<file path="src/rtl/dma_burst_master_pkg.sv">
// ---------------------------------------------------------------------------
// dma_burst_master_pkg
//
// Purpose: definitions shared by the DMA burst master and its word buffer.
//          It holds the controller state encoding, the transfer direction
//          values, the default top-of-memory address and a helper that
//          word-aligns a byte address.
//
// Ports:   none (package)
//
// Configuration: DMA_NXM_EN (see dma_burst_master.sv) is the only option that
//          uses DEFAULT_MEM_TOP.
// ---------------------------------------------------------------------------
package dma_burst_master_pkg;

    // Controller states. IDLE must be the all-zero code so that reset and
    // the "not busy" decode agree.
    typedef enum logic [1:0] {
        ST_IDLE  = 2'd0,
        ST_RUN   = 2'd1,
        ST_DRAIN = 2'd2,
        ST_FIN   = 2'd3
    } dma_state_t;

    // Values of the latched direction bit.
    localparam logic DIR_MEM_TO_DEV = 1'b0;
    localparam logic DIR_DEV_TO_MEM = 1'b1;

    // First non-existent byte address of a 28K-word memory.
    localparam logic [17:0] DEFAULT_MEM_TOP = 18'o160000;

    // Byte increment between consecutive 16-bit words.
    localparam logic [17:0] WORD_STEP = 18'd2;

    // Clears the byte-select bit so every memory cycle is word-aligned.
    function automatic logic [17:0] word_align(input logic [17:0] byte_addr);
        return {byte_addr[17:1], 1'b0};
    endfunction

endpackage

</file>
<file path="src/rtl/dma_fifo.sv">
// ---------------------------------------------------------------------------
// dma_fifo
//
// Purpose: small synchronous FIFO used as the word buffer between the device
//          stream and the memory bus. The read and write pointers are one bit
//          wider than the address so that full and empty can be told apart
//          without a separate counter. Full and empty are registered, computed
//          from the next-state pointers.
//
// Ports:
//   clk      in   clock
//   reset_n  in   asynchronous active-low reset
//   flush    in   discard all contents (takes priority over push/pop)
//   push     in   write wdata (ignored while full)
//   wdata    in   write data
//   pop      in   remove the head word (ignored while empty)
//   rdata    out  head word (only meaningful while not empty)
//   full     out  registered full flag
//   empty    out  registered empty flag
// ---------------------------------------------------------------------------
module dma_fifo
    import dma_burst_master_pkg::*;
#(
    parameter int DEPTH = 4,
    parameter int WIDTH = 16
) (
    input  logic             clk,
    input  logic             reset_n,
    input  logic             flush,
    input  logic             push,
    input  logic [WIDTH-1:0] wdata,
    input  logic             pop,
    output logic [WIDTH-1:0] rdata,
    output logic             full,
    output logic             empty
);

    localparam int AW = $clog2(DEPTH);

    logic [WIDTH-1:0] mem [DEPTH];
    logic [AW:0]      wr_ptr;
    logic [AW:0]      rd_ptr;
    logic [AW:0]      wr_next;
    logic [AW:0]      rd_next;
    logic             push_ok;
    logic             pop_ok;

    assign push_ok = push & ~full;
    assign pop_ok  = pop & ~empty;
    assign rdata   = mem[rd_ptr[AW-1:0]];

    // Next pointer values. A flush returns both pointers to zero, which
    // empties the buffer regardless of a simultaneous push or pop.
    always_comb begin
        wr_next = wr_ptr;
        rd_next = rd_ptr;
        if (flush) begin
            wr_next = '0;
            rd_next = '0;
        end else begin
            if (push_ok) begin
                wr_next = wr_ptr + (AW+1)'(1);
            end
            if (pop_ok) begin
                rd_next = rd_ptr + (AW+1)'(1);
            end
        end
    end

    // Pointer and flag registers. Flags come from the next pointers so they
    // are valid in the same cycle the pointers settle.
    always_ff @(posedge clk or negedge reset_n) begin
        if (!reset_n) begin
            wr_ptr <= '0;
            rd_ptr <= '0;
            full   <= 1'b0;
            empty  <= 1'b1;
        end else begin
            wr_ptr <= wr_next;
            rd_ptr <= rd_next;
            full   <= (wr_next[AW] != rd_next[AW]) &&
                      (wr_next[AW-1:0] == rd_next[AW-1:0]);
            empty  <= (wr_next == rd_next);
        end
    end

    // Storage array. No reset: a word is only ever read after it is written.
    always_ff @(posedge clk) begin
        if (push_ok) begin
            mem[wr_ptr[AW-1:0]] <= wdata;
        end
    end

endmodule

</file>
<file path="src/rtl/dma_burst_master.sv">
// ---------------------------------------------------------------------------
// dma_burst_master
//
// Purpose: device-side DMA initiator for the I/O page. A controller loads a
//          start address, word count and direction; the block then moves
//          16-bit words between an internal buffer (dma_fifo) and main memory,
//          one memory cycle per granted ack cycle, until the count runs out,
//          the transfer is aborted, or a non-existent-memory condition stops
//          it.
//
// Parameters:
//   FIFO_DEPTH  buffer depth in words (power of two, >= 2)
//   MEM_TOP     first non-existent byte address (only with DMA_NXM_EN)
//
// Ports:
//   clk, reset_n                 clock, asynchronous active-low reset
//   start, start_addr, start_wc, dir   transfer setup (latched when idle)
//   abort                        terminate the current transfer
//   busy, done, nxm, rem_wc      status
//   dev_wdata/dev_wvalid/dev_wready    device -> buffer stream
//   dev_rdata/dev_rvalid/dev_rready    buffer -> device stream
//   dma_req, dma_ack             bus request / grant
//   dma_addr, dma_rd, dma_wr     memory cycle address and strobes
//   dma_data_out, dma_data_in    memory write / read data
//
// Configuration macro: DMA_NXM_EN. When defined, an address at or above
// MEM_TOP stops the transfer and raises nxm. When undefined, nxm stays 0 and
// addresses are never checked.
// ---------------------------------------------------------------------------
module dma_burst_master
    import dma_burst_master_pkg::*;
#(
    parameter int          FIFO_DEPTH = 4,
    parameter logic [17:0] MEM_TOP    = DEFAULT_MEM_TOP
) (
    input  logic        clk,
    input  logic        reset_n,
    input  logic        start,
    input  logic [17:0] start_addr,
    input  logic [15:0] start_wc,
    input  logic        dir,
    input  logic        abort,
    output logic        busy,
    output logic        done,
    output logic        nxm,
    output logic [15:0] rem_wc,
    input  logic [15:0] dev_wdata,
    input  logic        dev_wvalid,
    output logic        dev_wready,
    output logic [15:0] dev_rdata,
    output logic        dev_rvalid,
    input  logic        dev_rready,
    output logic        dma_req,
    input  logic        dma_ack,
    output logic [17:0] dma_addr,
    output logic        dma_rd,
    output logic        dma_wr,
    output logic [15:0] dma_data_out,
    input  logic [15:0] dma_data_in
);

    dma_state_t  state;
    dma_state_t  state_next;
    logic [17:0] cur_addr;
    logic [15:0] rem_cnt;
    logic        dir_q;
    logic        nxm_q;

    logic        fifo_flush;
    logic        fifo_push;
    logic        fifo_pop;
    logic [15:0] fifo_wdata;
    logic [15:0] fifo_rdata;
    logic        fifo_full;
    logic        fifo_empty;

    logic        active;
    logic        start_ok;
    logic        kill;
    logic        can_xfer_raw;
    logic        nxm_hit;
    logic        can_xfer;
    logic        strobe;
    logic        last_word;

    // Only the word address is used; the byte-select bit is dropped.
    logic        unused_addr_lsb;
    assign unused_addr_lsb = start_addr[0];

    assign active   = (state == ST_RUN) || (state == ST_DRAIN);
    assign start_ok = (state == ST_IDLE) && start;
    assign kill     = abort && active;

    // A memory cycle is possible when words remain and the buffer can supply
    // (write) or accept (read) one more word.
    assign can_xfer_raw = (state == ST_RUN) && (rem_cnt != 16'd0) &&
                          ((dir_q == DIR_DEV_TO_MEM) ? !fifo_empty : !fifo_full);

`ifdef DMA_NXM_EN
    // An attempt to touch memory above the top stops the transfer instead of
    // issuing a cycle that no memory would answer. Abort takes precedence.
    assign nxm_hit = can_xfer_raw && !kill && (cur_addr >= MEM_TOP);
`else
    assign nxm_hit = 1'b0;
    logic unused_mem_top;
    assign unused_mem_top = ^MEM_TOP;
`endif

    // Abort and NXM remove the request combinationally so that no strobe can
    // escape in the cycle they are seen.
    assign can_xfer  = can_xfer_raw && !kill && !nxm_hit;
    assign strobe    = can_xfer && dma_ack;
    assign last_word = strobe && (rem_cnt == 16'd1);

    assign dma_req  = can_xfer;
    assign dma_wr   = strobe && (dir_q == DIR_DEV_TO_MEM);
    assign dma_rd   = strobe && (dir_q == DIR_MEM_TO_DEV);
    assign dma_addr = cur_addr;
    assign rem_wc   = rem_cnt;
    assign busy     = (state != ST_IDLE);
    assign done     = (state == ST_FIN);
    assign nxm      = nxm_q;

    // Device-side handshakes. Data outputs are forced to zero whenever the
    // buffer has nothing valid so they never show stale array contents.
    assign dev_wready   = (state == ST_RUN) && (dir_q == DIR_DEV_TO_MEM) && !fifo_full;
    assign dev_rvalid   = active && (dir_q == DIR_MEM_TO_DEV) && !fifo_empty;
    assign dev_rdata    = dev_rvalid ? fifo_rdata : 16'd0;
    assign dma_data_out = ((dir_q == DIR_DEV_TO_MEM) && !fifo_empty) ? fifo_rdata : 16'd0;

    // The buffer is filled from the device and drained by memory writes in
    // one direction, and the reverse in the other.
    assign fifo_push  = (dir_q == DIR_DEV_TO_MEM) ? (dev_wvalid && dev_wready) : dma_rd;
    assign fifo_wdata = (dir_q == DIR_DEV_TO_MEM) ? dev_wdata : dma_data_in;
    assign fifo_pop   = (dir_q == DIR_DEV_TO_MEM) ? dma_wr : (dev_rvalid && dev_rready);
    assign fifo_flush = start_ok || kill || nxm_hit;

    dma_fifo #(
        .DEPTH (FIFO_DEPTH),
        .WIDTH (16)
    ) u_fifo (
        .clk     (clk),
        .reset_n (reset_n),
        .flush   (fifo_flush),
        .push    (fifo_push),
        .wdata   (fifo_wdata),
        .pop     (fifo_pop),
        .rdata   (fifo_rdata),
        .full    (fifo_full),
        .empty   (fifo_empty)
    );

    // State register.
    always_ff @(posedge clk or negedge reset_n) begin
        if (!reset_n) begin
            state <= ST_IDLE;
        end else begin
            state <= state_next;
        end
    end

    // Next-state logic. A read transfer finishes its memory cycles in RUN and
    // then waits in DRAIN until the device has taken every buffered word.
    always_comb begin
        state_next = state;
        unique case (state)
            ST_IDLE: begin
                if (start) begin
                    state_next = (start_wc != 16'd0) ? ST_RUN : ST_FIN;
                end
            end
            ST_RUN: begin
                if (kill || nxm_hit) begin
                    state_next = ST_FIN;
                end else if (last_word) begin
                    state_next = (dir_q == DIR_DEV_TO_MEM) ? ST_FIN : ST_DRAIN;
                end
            end
            ST_DRAIN: begin
                if (kill || fifo_empty) begin
                    state_next = ST_FIN;
                end
            end
            ST_FIN: begin
                state_next = ST_IDLE;
            end
            default: begin
                state_next = ST_IDLE;
            end
        endcase
    end

    // Transfer bookkeeping: the address and remaining count are loaded on an
    // accepted start and stepped once per memory strobe. The NXM flag is
    // cleared by start and set by an out-of-range attempt.
    always_ff @(posedge clk or negedge reset_n) begin
        if (!reset_n) begin
            cur_addr <= 18'd0;
            rem_cnt  <= 16'd0;
            dir_q    <= DIR_MEM_TO_DEV;
            nxm_q    <= 1'b0;
        end else if (start_ok) begin
            cur_addr <= word_align(start_addr);
            rem_cnt  <= start_wc;
            dir_q    <= dir;
            nxm_q    <= 1'b0;
        end else begin
            if (strobe) begin
                cur_addr <= cur_addr + WORD_STEP;
                rem_cnt  <= rem_cnt - 16'd1;
            end
            if (nxm_hit) begin
                nxm_q <= 1'b1;
            end
        end
    end

endmodule

</file>
<file path="config.mk">
export PLATFORM = sky130hd
export DESIGN_NAME = dma_burst_master
export DESIGN_NICKNAME = d
export VERILOG_FILES = /design/src/rtl/dma_burst_master_pkg.sv /design/src/rtl/dma_fifo.sv /design/src/rtl/dma_burst_master.sv
export SDC_FILE = /design/constraint.sdc
export NUM_CORES = 1
export LEC_CHECK = 0
export ABC_CLOCK_PERIOD_IN_PS = 2950
export CAP_MARGIN = 0
export CORE_UTILIZATION = 25
export CTS_CLUSTER_DIAMETER = 150
export DETAILED_ROUTE_END_ITERATION = 7
export PLACE_DENSITY = 0.43
export RECOVER_POWER = 25
export SKIP_CTS_REPAIR_TIMING = 1
export SYNTH_ARGS = -nofsm -noshare
export SYNTH_HDL_FRONTEND = slang
export SYNTH_HIERARCHICAL = 1
export SYNTH_SLANG_ARGS = --single-unit
</file>
<file path="constraint.sdc">
create_clock -name clk -period 2.95 [get_ports clk]
set_input_delay 0.59 -clock clk [delete_from_list [all_inputs] [get_ports clk]]
set_output_delay 0.59 -clock clk [all_outputs]
set_load 0.05 [all_outputs]
</file>
Word level (Yosys, flattened, before mapping)
Memory sizes are Yosys's and may differ from the RTL's. Cells that the tools add are included.

Bits in read-only memories: 0. Memory bits (writable): 64. Latch bits: 0. Memories kept: 1. Flip-flop bits (word level): 45. Logic and storage cells: 80. Output and inout bits: 74.

Divide/modulo/power cells: 0. Add/subtract/negate cells: 4. Shift operators: 0. Multipliers: 0. $lt $le $gt $ge: 0. Bitwise gates (word level): 5. Equal/unequal tests: 10. Reductions and logical operators: 29. Multiplexer cells: 23.

Memories: u_fifo.mem (words 4, width 16, rd ports 1, clocked after Yosys merged registers in 0, wr ports 1, RTL line dma_fifo.sv:40) `logic [WIDTH-1:0] mem [DEPTH];`.

Operators by type and width (count): two-way mux 16 bit (5); two-way mux 18 bit (2); nonzero test 16 bit (2); adder 18 x 2 -> 18 bit, second input constant (1); logical AND 1 bit (17); equality test 16 x 1 -> 1 bit, second input constant (1); subtractor 16 x 1 -> 16 bit, second input constant (1); two-way mux 3 bit (4); two-way mux 2 bit (5); case mux 2 bit (4 select lines) (1); adder 3 x 1 -> 3 bit, second input constant (2); two-way mux 1 bit (6); equality test 2 bit, second input constant (2); nonzero test 2 bit (2); equality test 3 bit (1); logical NOT 1 bit (3); logical OR 1 bit (3); inequality test 3 bit, second input constant (1); inverter 1 bit (3); AND reduction 3 bit (1); AND 1 bit (2); equality test 2 x 1 -> 1 bit, second input constant (1); equality test 2 bit (1); logical NOT 2 bit (1); other kinds (3) (3).

Logic depth before layout (Yosys ltp)
Depth in word-level cells: 13. Depth in mapped cells: 12. Gate-level depth less buffers: 12.

By module
The synthesis kept the hierarchy.

By module, submodules not included: dma_burst_master (instances 1, area an instance 2825.2 um^2, cells an instance 339); dma_fifo (instances 1, area an instance 2816.5 um^2, cells an instance 126).

Worst setup path after synthesis
OpenSTA, ideal clock, no wires.

Kind: register to register. Start point: register rem_cnt[0], in the netlist rem_wc[0]. End point: memory u_fifo.mem[0][0], enable pin. Required time: 2.576 ns. Path buffers: 0. Setup slack: -0.563 ns. Stages on the path, launching flop included: 10. Arrival: 3.139 ns. Path through: dfrtp_1 > inv_1 > ha_1 > nor3b_1 > nand4_1 > nand2_1 > nor2_1 > a21o_1 > nor2b_4 > and2_1.

Word-level cells in the longest chain between the ends: 10.

Ends and longest elaborated chain: start, declared (RTL line dma_burst_master.sv:65) `logic [15:0] rem_cnt;`; start signal, assigned (RTL line dma_burst_master.sv:204) `rem_cnt <= start_wc;`; start signal, assigned (RTL line dma_burst_master.sv:210) `rem_cnt <= rem_cnt - 16'd1;`; nonzero test 16 bit (RTL line dma_burst_master.sv:96) `assign can_xfer_raw = (state == ST_RUN) && (rem_cnt != 16'd0) &&`; logical AND 1 bit (2 in a row) (RTL line dma_burst_master.sv:96); logical AND 1 bit (RTL line dma_burst_master.sv:111) `assign can_xfer = can_xfer_raw && !kill && !nxm_hit;`; logical AND 1 bit (RTL line dma_burst_master.sv:112) `assign strobe = can_xfer && dma_ack;`; logical AND 1 bit (RTL line dma_burst_master.sv:117) `assign dma_rd = strobe && (dir_q == DIR_MEM_TO_DEV);`; named net dma_rd (RTL line dma_burst_master.sv:56) `output logic dma_rd,`; two-way mux 1 bit (RTL line dma_burst_master.sv:133) `assign fifo_push = (dir_q == DIR_DEV_TO_MEM) ? (dev_wvalid && dev_wready) : dma_rd;`; named net fifo_push (RTL line dma_burst_master.sv:70) `logic fifo_push;`; AND 1 bit (RTL line dma_fifo.sv:48) `assign push_ok = push & ~full;`; two-way mux 1 bit (RTL line dma_fifo.sv:89) `if (push_ok) begin`; two-way mux 1 bit (implied by the code) (RTL line dma_fifo.sv:90) `mem[wr_ptr[AW-1:0]] <= wdata;`; end, declared (RTL line dma_fifo.sv:40).

The timed path passes the listed nets, and every way through them passes these cells.

Worst setup path after layout
Start point: register state[0]. End point: output port dev_rdata[2].

Word-level cells in the longest chain between the ends: 5. Elaborated cells between the ends (all ways): 6. Classes of those cells: eq/ne (2); mux (1); reduce/logical (3).

Ends and longest elaborated chain: start, declared (RTL line dma_burst_master.sv:62) `dma_state_t state;`; start signal, assigned (RTL line dma_burst_master.sv:158) `state <= state_next;`; equality test 2 x 1 -> 1 bit / equality test 2 bit (equally long branches) (RTL line dma_burst_master.sv:90) `assign active = (state == ST_RUN) || (state == ST_DRAIN);`; logical OR 1 bit (*) (RTL line dma_burst_master.sv:90); logical AND 1 bit (*) (2 in a row) (RTL line dma_burst_master.sv:127) `assign dev_rvalid = active && (dir_q == DIR_MEM_TO_DEV) && !fifo_empty;`; two-way mux 16 bit (*) (RTL line dma_burst_master.sv:128) `assign dev_rdata = dev_rvalid ? fifo_rdata : 16'd0;`; end, declared (RTL line dma_burst_master.sv:50) `output logic [15:0] dev_rdata,`.

Mark *: on every way between the ends. The rest lies on a longest branch, timed or not.

==> reports/qor.csv <==
stage,metric,value,unit
outcome,status,finished with violations,
outcome,failing checks,DRC,
sta,part of the cycle the worst path needs,0.939,
routing,routed len/inst,16.6,um
routing,Remaining DRCs,13,
routing,vias per inst,4.64,
setup_path,worst r2r path cells,11,
yosys,Main synth FF type,edfxtp_1,
place,Placer Congestion,0.806,
sta,setup TNS,0,ns
cells_and_area,nets,709,
sta,"Hold Vio Cnt, Final",0,
sta,Final setup viols,0,
cells_and_area,share of layout cells above drive strength 1,0.193,
routing,initial DRC count,200,
yosys,Yosys cell types,60,
cts,H-Tree Depth,3,
yosys,total of warnings raised by yosys,6,
pwr,Lkg Pwr,2.90,nW
pwr,Total Power,7.09,mW
sta,Period minus WS final,2.77,ns
cells_and_area,layout overhead on the synthesized area,42.3,%
yosys,"area leader, netlist",edfxtp_1,
routing,Vias,4204,
pwr,PwrDens,884,nW/um2
grt,gr usage total,0.135,
sta,Final Skew,0.00793,ns
setup_path,CP endpoint kind,output port,
routing,final wirelength,15100,um
cts,clk slew on worst S/H paths,0.08,ns
yosys,"FF+latch count, synth",108,
cells_and_area,ANT cells,0,
sta,Final Slew Violations,0,
die,Die Width,152,um
grt,antenna violations before repair,1,
die,area of the core,22000,um2
sta,Fmax achieved,361,MHz
die,initial core utilization,0.257,
flow_run,max-cap viol count,0,
sta,unrepaired setup endpoints after global routing,no,
setup_path,Crit Path Max Fanout,17,
routing,Pre-antenna DRT Iters,6,
die,area of the die,23200,um2
cells_and_area,Final Core Density,0.366,
setup_path,WP data arrival,2.18,ns
sta,Slew HR,0.202,
grt,largest net degree at the start of global routing,40,
cts,Clock Path Buffers,2,
sta,Tightest Pin Transition,1.20,ns
pwr,peak supply drop,0.463,mV
yosys,Mean Syn Cell Area,12.1,um2
routing,Routed Antenna Nets,0,
yosys,synthesized cell area,5640,um2
setup_path,startpoint types,register,
cts,Num CTS Buffers,9,
yosys,Post-synth ARST share,0.407,
yosys,"EDFF count, synth",64,
place,I/O Buffers,144,
cts,CTS tree,yes,
yosys,"Seq/Total Area, Yosys",0.536,
place,hpwl dp,11200,um
yosys,most frequent cells after synthesis,"edfxtp_1, nand2_1, dfrtp_1, and2_1, o21ai_0",
grt,vias in the first global route,4491,
yosys,top post-synthesis cells by area,"edfxtp_1, dfrtp_1, mux4_2",
die,I/O Pins,148,
setup_path,WP data required,2.36,ns
cts,clk sinks,108,
min_path,Hold Path Class,in2async,
cts,clock latency at the later pin of the worst-skew pair,0.35,ns
grt,grt ovf,0,
yosys,Yosys top cell area share,0.341,
cts,Root Buffer,clkbuf_16,
die,Die H,152,um
grt,first-pass GRT wire length,24300,um
setup_path,critical path class,reg2out,
cells_and_area,fill count,2169,
yosys,most common cell in the netlist,edfxtp_1,
yosys,Mapped Cells,465,
die,Rows,54,
[cell type report]
cell class | instances | area (um2) | area share
Sequential cell | 108 | 3030 | 0.377
Multi-Input combinational cell | 323 | 2470 | 0.307
Timing Repair Buffer | 167 | 1820 | 0.227
Tap cell | 280 | 350 | 0.0436
Clock buffer | 9 | 225 | 0.0281
Clock inverter | 7 | 87.6 | 0.0109
Inverter | 12 | 45.0 | 0.00561
[cells by family (layout without fill, tap and decap cells)]
kind of cell,count (synthesis),in the layout,synth area share
simple gates,185,185,0.182
mux,36,36,0.108
buf+inv,35,195,0.0339
compound gates,55,55,0.0572
fa+ha+maj,14,14,0.0310
xor+xnor,31,31,0.0508
other cells,1,2,0.000665
flops,108,108,0.536
[registers in the layout, indices dropped and copies added, names as in the netlist]
register and flops:
rem_wc 16, u_fifo/full 1, u_fifo/empty 1, u_fifo/wr_ptr 3, u_fifo/rd_ptr 3, u_fifo/mem 64
state 2, dir_q 1, dma_addr 17
[per-layer routing]
metal | track usage | wire, um | vias up
met2 | 0.229 | 7190 | 121
met5 | 0 | 11 | -
met1 | 0.168 | 6780 | 2048
met4 | 0.0447 | 196 | 2
met3 | 0.0327 | 875 | 14
li1 | - | - | 2019
[worst max-delay path, stage by stage, from the launching register on]
cell     delay [ns]
dfrtp_1        0.41
inv_1          0.11
ha_1           0.34
inv_1          0.08
nor3_2         0.32
buf_6          0.22
and2_1         0.15
buf_4          0.19
[per-stage QoR]
stage / cell area (um2) / worst slack [ns] / cells / hold slack, ns
2_1_floorplan: 5670 / 0.0285 / 466 / 0.294
3_3_place_gp: 7710 / 0.136 / 890 / 0.486
3_5_place_dp: 7710 / 0.0607 / 890 / 0.484
4_1_cts: 8020 / 0.0888 / 906 / 0.0984
5_1_grt: 8030 / 0.0103 / 906 / 0.264
6_report: 8030 / 0.179 / 906 / 0.238
[cells in the final DEF, fill, tap and decap left out, drive strengths merged, types with 2 or more instances in the layout]
cell type | Yosys | routed
a21o | 2 | 2
nor2b | 5 | 5
o31ai | 2 | 2
nand4b | 2 | 2
and3 | 4 | 4
nor3b | 2 | 2
edfxtp | 64 | 64
nand3 | 15 | 15
buf | 10 | 58
or3 | 3 | 3
nor2 | 18 | 18
a31oi | 3 | 3
mux2 | 17 | 17
clkinv | 0 | 2
nor4 | 17 | 17
mux2i | 3 | 3
inv | 12 | 16
dfrtp | 43 | 43
nand3b | 2 | 2
nor3 | 13 | 13
xnor2 | 22 | 22
and2 | 37 | 37
a21boi | 2 | 2
ha | 14 | 14
and4 | 2 | 2
mux4 | 16 | 16
nand2 | 50 | 50
conb | 1 | 2
o211ai | 3 | 3
or4 | 3 | 3
clkdlybuf4s50 | 1 | 106
o21ai | 28 | 28
xor2 | 9 | 9
a21oi | 9 | 9
nand4 | 10 | 10
clkbuf | 11 | 12
[power by group]
| group | total (mW) | switching, mW | internal, mW |
|---|---|---|---|
| Combinational | 3.44 | 2.08 | 1.36 |
| Clock | 1.26 | 0.583 | 0.680 |
| Sequential | 2.38 | 0.395 | 1.99 |
| Total | 7.09 | 3.06 | 4.03 |
[final timing paths]
kind                                  startpoint               end  slack [ns]
worst max-delay path                    state[0]      dev_rdata[2]        0.18
worst min-delay path                     reset_n        rem_wc[11]        0.24
worst max register to register         rem_wc[0]       u_fifo/full        0.29
worst min register to register  u_fifo/wr_ptr[2]  u_fifo/wr_ptr[2]        0.55
max in group asynchronous                reset_n         rem_wc[1]        1.10
min in group clk                u_fifo/wr_ptr[2]  u_fifo/wr_ptr[2]        0.55
Note: power is estimated with default switching activity, not from simulation.
